**config.mk**
```make
export PLATFORM = sky130hd
export DESIGN_NAME = sobel_window_gen
export DESIGN_NICKNAME = d
export VERILOG_FILES = /design/src/rtl/sobel_window_gen.sv
export SDC_FILE = /design/constraint.sdc
export NUM_CORES = 2
export LEC_CHECK = 0
export CAP_MARGIN = 30
export CORE_MARGIN = 4
export CORE_UTILIZATION = 40
export DETAILED_ROUTE_END_ITERATION = 12
export PLACE_DENSITY_LB_ADDON = 0.15
export SLEW_MARGIN = 20
export SYNTH_ARGS = -nofsm -noshare
export SYNTH_HDL_FRONTEND = slang
export SYNTH_SLANG_ARGS = --single-unit
```
**constraint.sdc**
```tcl
create_clock -name clk -period 18.5 [get_ports clk]
set_clock_uncertainty 0.1 [all_clocks]
set_input_delay 5.55 -clock clk [delete_from_list [all_inputs] [get_ports clk]]
set_output_delay 5.55 -clock clk [all_outputs]
set_load 0.02 [all_outputs]
```
**src/rtl/sobel_window_gen.sv**
```systemverilog
// sobel_window_gen: raster-scans an image BRAM and streams 3x3 windows centred on interior pixels
module sobel_window_gen #(
  parameter int IMG_W = 128,
  parameter int IMG_H = 128,
  parameter int DW = 8
) (
  input  logic                                   clk,
  input  logic                                   rst,
  input  logic                                   start,
  output logic                                   busy,
  output logic                                   done,
  output logic                                   bram_en,
  output logic [$clog2(IMG_H)+$clog2(IMG_W)-1:0] bram_addr,
  input  logic [DW-1:0]                          bram_dout,
  output logic                                   win_valid,
  input  logic                                   win_ready,
  output logic [9*DW-1:0]                        win_data,
  output logic [$clog2(IMG_H)-1:0]               win_row,
  output logic [$clog2(IMG_W)-1:0]               win_col
);
  localparam int CW = $clog2(IMG_W);
  localparam int RW = $clog2(IMG_H);
  localparam int AW = RW + CW;
  localparam logic [AW-1:0] LAST = AW'(IMG_W * IMG_H - 1);
  typedef enum logic [1:0] {IDLE, RUN, DRAIN} state_t;
  state_t state_q, state_d;
  logic [AW-1:0] rd_idx, cap_idx, addr_q;
  logic inflight;
  logic [DW-1:0] lb_a [IMG_W];
  logic [DW-1:0] lb_b [IMG_W];
  logic [RW-1:0] r;
  logic [CW-1:0] c;
  logic can_issue;
  assign r = cap_idx[AW-1:CW];
  assign c = cap_idx[CW-1:0];
  assign busy = state_q != IDLE;
  assign can_issue = !inflight && (!win_valid || win_ready);
  assign bram_addr = bram_en ? rd_idx : addr_q;
  // Next state and read strobe: one read in flight, never while a window is stalled
  always_comb begin
    state_d = state_q;
    bram_en = 1'b0;
    case (state_q)
      IDLE:  state_d = start ? RUN : IDLE;
      RUN: begin
        bram_en = can_issue;
        state_d = (can_issue && rd_idx == LAST) ? DRAIN : RUN;
      end
      DRAIN: state_d = can_issue ? IDLE : DRAIN;
      default: state_d = IDLE;
    endcase
  end
  // Control state, counters and the 3x3 window register
  always_ff @(posedge clk or negedge rst) begin
    if (!rst) begin
      state_q   <= IDLE;
      inflight  <= 1'b0;
      done      <= 1'b0;
      rd_idx    <= '0;
      cap_idx   <= '0;
      addr_q    <= '0;
      win_valid <= 1'b0;
      win_data  <= '0;
      win_row   <= '0;
      win_col   <= '0;
    end else begin
      state_q  <= state_d;
      inflight <= bram_en;
      done     <= win_valid && win_ready && win_row == RW'(IMG_H - 2) && win_col == CW'(IMG_W - 2);
      if (state_q == IDLE && start) begin
        rd_idx  <= '0;
        cap_idx <= '0;
      end
      if (bram_en) begin
        addr_q <= rd_idx;
        rd_idx <= rd_idx + AW'(1);
      end
      if (inflight) begin
        cap_idx   <= cap_idx + AW'(1);
        win_data  <= {win_data[8*DW-1:6*DW], lb_a[c], win_data[5*DW-1:3*DW], lb_b[c], win_data[2*DW-1:0], bram_dout};
        win_valid <= r >= RW'(2) && c >= CW'(2);
        win_row   <= r - RW'(1);
        win_col   <= c - CW'(1);
      end else if (win_ready) begin
        win_valid <= 1'b0;
      end
    end
  end
  // Line buffers shift the column history down by one row on every captured pixel
  always_ff @(posedge clk) begin
    if (inflight) begin
      lb_a[c] <= lb_b[c];
      lb_b[c] <= bram_dout;
    end
  end
endmodule

```
==> results.toml <==
[power_and_ir_drop]
combPwrFrac_pct = 34.6
vdd_ir_drop_max_mv = 0.2645
p_int_mw = 11.00
pwr-share-seq_pct = 40.8
p_sw_share_pct = 36.27
p_leak_nw = 31.11
power_mw = 17.27
p_switching_mw = 6.263
clkPwrFrac_pct = 24.6
powerDensity_mw_per_mm2 = 178.2

[grt]
gr-total-overflow = 0
grt_max_degree = 92
first_global_vias = 44230
grt_pass1_wl_um = 348500
antenna_found_initial = 8
grtUsageTotal_pct = 22.38

[yosys]
synth_edf_count = 2048
synth_nets = 4368
ys_ff_latch = 2181
netlist_area_mm2 = 0.08454
ys_types = 68
synthTopCellsByCount = "edfxtp_1 (2048), mux4_2 (360), mux2i_1 (253), nand2_1 (244), nor2_1 (216)"
synth_top_area_share_pct = 72.75
ys_seq_area_share_pct = 76.68
yosysMostFrequentCell = "edfxtp_1"
ys_async_sr_fraction_pct = 6.098
ys.flop_type = "edfxtp_1"
synth_warnings = 0
synth_area_leader_cell = "edfxtp_1"
avgSynthCellArea_um2 = 19.44
netlist_top_cells_area = "edfxtp_1 (73%), mux4_2 (9.6%), dfrtp_1 (3.9%), mux2i_1 (3.0%), nand2_1 (1.1%)"
syn_inst = 4349

[setup_path]
critical_path_class = "input port to primary output"
cp_top_family = "buffers and inverters"
cp-end-kind = "primary output"
critPathSlowestCell = "clkdlybuf4s50_1"
cp-start-kind = "input port"
cp.arrival_ns = 7.93
cp_max_fo = 28
path_cells = "clkdlybuf4s50_1, inv_1, a21oi_1, nand3b_1, buf_4, inv_1, buf_4, nand2_1, nand2_1, clkdlybuf4s50_1"
cp.required_ns = 12.85
path_buf_inv = 6
max_stage_delay_ns = 0.61

[clock_network]
clock_latency_ns = 0.87
htree_levels = 4
ctsResizeCount = 0
hold_buffers = 0
cts_root_buf = "clkbuf_16"
tritoncts = "yes"
cts_made_buffers = 224
cts_setup_buffers = 0
clkTransAtPathRegs_ns = 0.06
cts.sinks = 2181
cts.path.max_buffers = 3

[timing]
slew_viol_final = 0
max_slew_margin_pct = 27.57
period_share_pct = 73.38
setup_ws_ns = 4.925
timing.setup.tns_ns = 0
worstMarginPinSlew_ns = 1.078
hold_viol = 0
rsz0062_at_grt = "false"
setup_viol = 0
min_period_ns = 13.58
fmaxAchievable_mhz = 73.66

[worst_hold_path]
holdCritPathClass = "flip-flop to flip-flop"

[floorplan]
dieHeight_um = 467.7
dieArea_mm2 = 0.2188
io_pins = 116
core_area_mm2 = 0.2100
initial_utilization_pct = 40.26
die_w_um = 467.7
rows = 168

[layout]
syn_to_final_growth_pct = 14.62
fillers = 17730
drive_above_1_share_pct = 21.36
postLayoutCoreUtil_pct = 46.14
fin_nets = 4706

[drt]
drt_first_pass_iters = 5
drt-initial-drc-count = 4556
vias = 44650
routed_wl_um = 246300
ant_nets = 0
wl_per_cell_um = 32.06
post-route-drc-count = 0
via_per_inst = 5.812

[run_status]
status = "finished clean"

[place]
dp_hpwl_um = 147200
numPortBuffers = 115
pre_cts_ws_ns = 4.954
gp_congestion = 0.8210

[flow_run]
maxCapViolations = 0
## cell usage in the layout (no fill, tap or decap), types with 33 or more instances in the layout
cell type | synthesis | final
dfrtp_1 | 133 | 127
clkbuf_16 | 0 | 227
nor2_1 | 216 | 197
a21oi_1 | 58 | 58
buf_4 | 41 | 246
clkinv_2 | 0 | 33
a221oi_1 | 97 | 97
clkinv_1 | 2 | 68
nand3_1 | 84 | 84
mux2_2 | 75 | 75
clkbuf_1 | 96 | 57
nand2_1 | 244 | 243
o21ai_0 | 81 | 80
mux4_2 | 360 | 360
edfxtp_1 | 2048 | 2048
a22oi_1 | 100 | 100
clkdlybuf4s50_1 | 0 | 106
mux2i_1 | 253 | 253
nand4_1 | 67 | 67
## metrics by stage
step	instance area [um^2]	std cells	hold slack [ns]
after global routing	96880	7677	0.3918
after floorplan	84540	4349	0.3709
final	96900	7682	0.3713
after CTS	96770	7670	0.3741
after detailed placement	89930	7261	0.3587
after global placement	89830	7250	0.3778
## state kept, by name, summed over array words and instances, names as in the netlist
signal,flops
inflight,1
addr_q,14
lb_b,1024
lb_a,1024
win_valid,1
rd_idx,14
win_data,72
win_col,7
done,1
cap_idx,14
win_row,7
state_q,2
## worst min-delay path: stages (launching register included)
cell and delay, ns:
dfrtp_1 0.32, nand2_1 0.04, nand2_1 0.07
## final timing paths
| path | start | end | slack [ns] | depth (start not counted) |
|---|---|---|---|---|
| max in group asynchronous | rst | inflight | 12.22 | 2 |
| min | addr_q[3] | addr_q[3] | 0.37 | 2 |
| min reg2reg | addr_q[3] | addr_q[3] | 0.37 | 2 |
| max | win_ready | bram_addr[0] | 4.92 | 10 |
| min in group asynchronous | rst | addr_q[10] | 4.63 | 1 |
| max reg2reg | cap_idx[0] | win_data[24] | 12.09 | 12 |
## cell families after synthesis
logic type	Yosys count	share of synthesized area [%]
adder cells (fa/ha/maj)	7	0.1036
AO/OA/AOI/OAI	466	3.885
XOR/XNOR	14	0.1450
buffers and inverters	271	1.708
AND/OR/NAND/NOR	722	3.891
flip-flops	2181	76.68
multiplexers	688	13.59
## power groups by stage
stage	combinational [mW]	sequential (mW)	clock [mW]
6_report	5.97	7.05	4.25
2_1_floorplan	3.24	7.29	0
3_5_place_dp	5.99	7.15	0
5_1_grt	6.31	7.07	4.55
4_1_cts	5.99	7.05	4.34
3_3_place_gp	5.91	7.14	0
## layer usage
metal | up-vias | routed length, um | track usage [%]
li1 | 18520 | - | -
met1 | 24090 | 106000 | 32.40
met2 | 1731 | 116000 | 35.15
met3 | 307 | 17040 | 3.542
met4 | 0 | 7277 | 6.738
met5 | - | 0 | 0
## layout make-up
class | instances | area, um^2 | share of cell area [%]
Antenna cell | 7 | 17.52 | 0.01808
Clock buffer | 285 | 5908 | 6.097
Clock inverter | 124 | 932.1 | 0.9620
Inverter | 12 | 50.05 | 0.05165
Multi-Input combinational cell | 1897 | 18470 | 19.06
Sequential cell | 2181 | 64840 | 66.92
Tap cell | 2805 | 3510 | 3.622
Timing Repair Buffer | 371 | 3163 | 3.264
Note: power is estimated with default switching activity, not from simulation.
